$ cat config.mk
export PLATFORM = sky130hd
export DESIGN_NAME = multiplexor_module
export DESIGN_NICKNAME = d
export VERILOG_FILES = /design/src/rtl/multiplexor_module.sv
export SDC_FILE = /design/constraint.sdc
export NUM_CORES = 1
export LEC_CHECK = 0
export ABC_CLOCK_PERIOD_IN_PS = 800
export BUFFER_PORTS_ARGS = -buffer_cell sky130_fd_sc_hd__buf_2
export CELL_PAD_IN_SITES_DETAIL_PLACEMENT = 1
export CELL_PAD_IN_SITES_GLOBAL_PLACEMENT = 2
export CORE_MARGIN = 3
export CORE_UTILIZATION = 43
export CTS_BUF_LIST = sky130_fd_sc_hd__clkbuf_8
export CTS_CLUSTER_DIAMETER = 200
export DETAILED_ROUTE_END_ITERATION = 12
export HOLD_SLACK_MARGIN = 0.06
export PLACE_DENSITY = 0.94
export SYNTH_ARGS = -nofsm -noshare
export SYNTH_HDL_FRONTEND = slang
export SYNTH_SLANG_ARGS = --single-unit
$ cat constraint.sdc
create_clock -name clk -period 0.8 [get_ports clk]
set_input_delay 0.04 -clock clk [delete_from_list [all_inputs] [get_ports clk]]
set_output_delay 0.04 -clock clk [all_outputs]
set_load 0.01 [all_outputs]
$ cat src/rtl/multiplexor_module.sv
// Registered operand-select / compute stage: picks one of four 8-bit operands,
// their sum, or one of two 8x8 products, and registers it with a valid flag.
module multiplexor_module (
  input  logic        clk,
  input  logic        rst,
  input  logic [7:0]  A,
  input  logic [7:0]  B,
  input  logic [7:0]  C,
  input  logic [7:0]  D,
  input  logic [2:0]  SEL,
  output logic [15:0] R,
  output logic        en
);

  logic [15:0] w_a;
  logic [15:0] w_b;
  logic [15:0] w_c;
  logic [15:0] w_d;
  logic [15:0] w_sum;
  logic [15:0] w_prod_ab;
  logic [15:0] w_prod_cd;
  logic [15:0] w_result;
  logic        w_valid;
  logic [15:0] r_result;
  logic        r_en;

  // Widen before the arithmetic so the sum and the full products never truncate.
  assign w_a       = {8'h00, A};
  assign w_b       = {8'h00, B};
  assign w_c       = {8'h00, C};
  assign w_d       = {8'h00, D};
  assign w_sum     = w_a + w_b + w_c + w_d;
  assign w_prod_ab = w_a * w_b;
  assign w_prod_cd = w_c * w_d;

  // The default arm also absorbs unknown select values as reserved.
  always_comb begin
    w_result = 16'h0000;
    w_valid  = 1'b0;
    case (SEL)
      3'b000: begin w_result = w_a;       w_valid = 1'b1; end
      3'b001: begin w_result = w_b;       w_valid = 1'b1; end
      3'b010: begin w_result = w_c;       w_valid = 1'b1; end
      3'b011: begin w_result = w_d;       w_valid = 1'b1; end
      3'b100: begin w_result = w_sum;     w_valid = 1'b1; end
      3'b101: begin w_result = w_prod_ab; w_valid = 1'b1; end
      3'b110: begin w_result = w_prod_cd; w_valid = 1'b1; end
      default: begin
        w_result = 16'h0000;
        w_valid  = 1'b0;
      end
    endcase
  end

  always_ff @(posedge clk or posedge rst) begin
    if (rst) begin
      r_result <= 16'h0000;
      r_en     <= 1'b0;
    end else begin
      r_result <= w_result;
      r_en     <= w_valid;
    end
  end

  assign R  = r_result;
  assign en = r_en;

endmodule

==> results.sh <==
export IMPL_status="finished with violations"
export IMPL_failed_checks="negative setup slack"
export IMPL_hold_class="input port to register"
export IMPL_p_clk_share_pct=3.8
export IMPL_ys_flop_type="dfrtp_1"
export IMPL_synthArstFlopShare_pct=100.0
export IMPL_core_sq_mm=0.01277
export IMPL_max_slew_margin_rel_pct=64.84
export IMPL_synth_edf_count=0
export IMPL_synthTopCellsByArea="fa_1, ha_1, and2_1"
export IMPL_crit_type="input port to register"
export IMPL_tightest_slew_ps=526.3
export IMPL_powerDensity_mw_per_mm2=2370
export IMPL_seq_power_share_pct=6.3
export IMPL_grt_pass1_vias=6404
export IMPL_area_growth_pct=39.29
export IMPL_setup_ws_ps=-3143
export IMPL_arrival_ps=4130
export IMPL_port_buffers=53
export IMPL_grtUsageMet1_pct=32.87
export IMPL_tns_ps=-39750
export IMPL_dpl_worst_slack_ps=-3311
export IMPL_intPower_mw=9.342
export IMPL_crit_fanout=5
export IMPL_use_met2_pct=54.94
export IMPL_cp_common_cell="fa_1"
export IMPL_finalSetupViolCount=28
export IMPL_synth_top_family_by_area="adder cells"
export IMPL_gr_max_usage_layer="met2"
export IMPL_startpoint_type="input port"
export IMPL_vias=5667
export IMPL_synth_area_sq_mm=0.005668
export IMPL_clockBufferDepth=2
export IMPL_track_usage_pct=29.28
export IMPL_vias_per_cell=5.860
export IMPL_crit_chain="buf_12, buf_6, and2_4, fa_2, fa_1, inv_2, fa_1, fa_1, inv_2, ha_4, nand2_1, o211ai_1, a2111o_1, buf_4, o21a_1, xnor2_1, o22ai_1"
export IMPL_die_h_um=120.8
export IMPL_period_share_pct=492.9
export IMPL_rsz0062_at_grt="true"
export IMPL_routed_wl_um=24080
export IMPL_seqCellArea_sq_um=425.4
export IMPL_ios=54
export IMPL_drtAntennaViolNets=0
export IMPL_hold_ws_ps=203.9
export IMPL_muxShareOfSynthArea_pct=2.539
export IMPL_overflow=0
export IMPL_numCtsBuffers=3
export IMPL_fin_nets=1010
export IMPL_clk_pin_slew_ps=90
export IMPL_synthAdderAreaFrac_pct=50.73
export IMPL_cp_slowest_cell="fa_1"
export IMPL_yosys_warnings=0
export IMPL_multi_input_area_sq_mm=0.005336
export IMPL_synth_seq_cells=17
export IMPL_cap_violations=0
export IMPL_syn_num_nets=823
export IMPL_drc=0
export IMPL_finalPower_mw=18.71
export IMPL_syn_avg_cell_area_sq_um=9.307
export IMPL_place_gp_congestion=0.8804
export IMPL_antenna_found_initial=0
export IMPL_dr_pass1_iters=5
export IMPL_ir_worst_vdd_mv=0.9695
export IMPL_diodes=0
export IMPL_crit_buf_inv=5
export IMPL_dp_hpwl_um=16270
export IMPL_seq_area_frac_synth_pct=7.506
export IMPL_synth_top_area_cell="fa_1"
export IMPL_initial_core_util_pct=44.37
export IMPL_combPwrFrac_pct=89.9
export IMPL_cts_tree="yes"
export IMPL_required_ps=990
export IMPL_global_route_usage_met3_pct=4.818
export IMPL_critPathTopFamily="adder cells"
export IMPL_final_util_pct=61.81
export IMPL_cp_end_kind="register"
export IMPL_synth_distinct_cells=45
export IMPL_synthCells=609
export IMPL_drive_above_1_share_pct=37.11
export IMPL_switching_power_mw=9.368
export IMPL_avgRoutedWirePerCell_um=24.91
export IMPL_p_leak_nw=3.951
export IMPL_drtIter0Drc=364
export IMPL_synth_xor_area_share_pct=4.172
export IMPL_grt_pass1_wl_um=33260
export IMPL_hold_viol_final=0
export IMPL_yosys_area_share_simple_pct=16.45
export IMPL_synth_compound_area_share_pct=10.93
export IMPL_synth_top_area_share_pct=31.08
export IMPL_swShare_pct=50.07
export IMPL_fmax_mhz=253.6
export IMPL_fillers=1405
export IMPL_design_die_area_sq_mm=0.01460
export IMPL_die_width_um=120.8
export IMPL_drv_slew=0
export IMPL_max_stage_delay_ps=630
export IMPL_cts_root_buffer="clkbuf_8"
export IMPL_clock_sinks=17
export IMPL_grt_start_max_net_pins=18
export IMPL_min_period_ps=3943
export IMPL_core_rowCount=41
export IMPL_htree_levels=1
==> final timing paths <==
kind / to / cells past startpoint / slack [ps] / start
max: R[10] / 17 / -3140 / B[2]
min: en / 3 / 200 / SEL[2]
max in group asynchronous: R[5] / 4 / 160 / rst
min in group asynchronous: R[15] / 4 / 390 / rst
==> layout by cell type, fill, tap and decap left out, types with 4 or more instances in the layout <==
| cell | synthesis | layout |
|---|---|---|
| a21o_1 | 7 | 7 |
| a21oi_1 | 19 | 12 |
| a21oi_2 | 0 | 6 |
| a221oi_2 | 0 | 4 |
| and2_1 | 95 | 84 |
| and2_4 | 0 | 11 |
| buf_2 | 3 | 37 |
| buf_4 | 1 | 117 |
| buf_6 | 0 | 27 |
| dfrtp_1 | 17 | 17 |
| fa_1 | 88 | 79 |
| fa_2 | 0 | 9 |
| ha_1 | 89 | 73 |
| ha_4 | 0 | 14 |
| inv_1 | 107 | 97 |
| inv_2 | 1 | 12 |
| mux4_2 | 4 | 4 |
| nand2_1 | 37 | 32 |
| nand3_1 | 7 | 5 |
| nor2_1 | 22 | 19 |
| o211ai_1 | 5 | 5 |
| o21a_1 | 5 | 5 |
| o21ai_2 | 0 | 7 |
| o22ai_1 | 9 | 8 |
| xnor2_1 | 13 | 10 |
| xor2_1 | 14 | 12 |
==> worst min-delay path: stages <==
cell     delay, ps
buf_2          110
buf_4          190
nand3_1         80
==> what timing repair did <==
item / 4_1_cts / 5_1_grt
hold buffers: 1 / 0
endpoints found under the setup margin: 27 / 33
endpoints found under the hold margin: 17 / 0
cloned: 0 / 0
pin swaps: 30 / 51
resized for setup: 56 / 63
setup buffers: 7 / 7
==> synthesized netlist by cell type, drive strengths merged, types with 2 or more instances <==
master,instances
a21o,7
o221ai,3
nor3,6
xnor2,13
nand3,7
clkbuf,2
a221oi,6
nor2,22
mux2,3
mux4,4
a21oi,19
fa,88
o21a,5
buf,4
o21ai,12
nand2,37
dfrtp,17
xor2,14
o22ai,9
nand2b,2
a211oi,8
or3,2
a22oi,4
mux2i,2
inv,108
a31oi,3
ha,89
o21bai,2
and2,95
o211ai,5
==> registers in the layout (all words and copies together) (netlist names) <==
signal and flops:
en 1, R 16
==> power by group through the flow <==
| stage | registers, mW | logic (mW) | clock network, mW |
|---|---|---|---|
| after CTS | 1.18 | 14.4 | 0.665 |
| after floorplan | 1.26 | 8.27 | 0 |
| final | 1.18 | 16.8 | 0.719 |
| after global placement | 1.19 | 12.7 | 0 |
| after global routing | 1.19 | 18.0 | 0.727 |
| after detailed placement | 1.19 | 13.6 | 0 |
==> cell families after synthesis <==
family | after synthesis
adders and majority gates | 177
and+or+nand+nor | 175
buffers and inverters | 114
AOI/OAI and AO/OA | 90
xor gates and xnor gates | 27
DFF | 17
muxes | 9
==> cell type report <==
type	count	share of cell area, %
tap	172	2.726
inverter	108	5.135
multi-input combinational	478	67.59
sequential	17	5.388
timing repair buffer	188	18.59
clock buffer	3	0.5230
clock inverter	1	0.04754
==> metal layers <==
metal  vias to the layer above  wire length, um
met5                         -                0
met4                         0             1526
met3                       128             1235
met2                       266            12480
met1                      2910             8847
li1                       2363                -
==> through the flow <==
step                instances  cell area, sq um
detailed placement        950              7286
global placement          950              7286
CTS                       962              7596
global route              967              7895
floorplan                 609              5919
finish                    967              7895
Power figures use the tool's default switching activity.
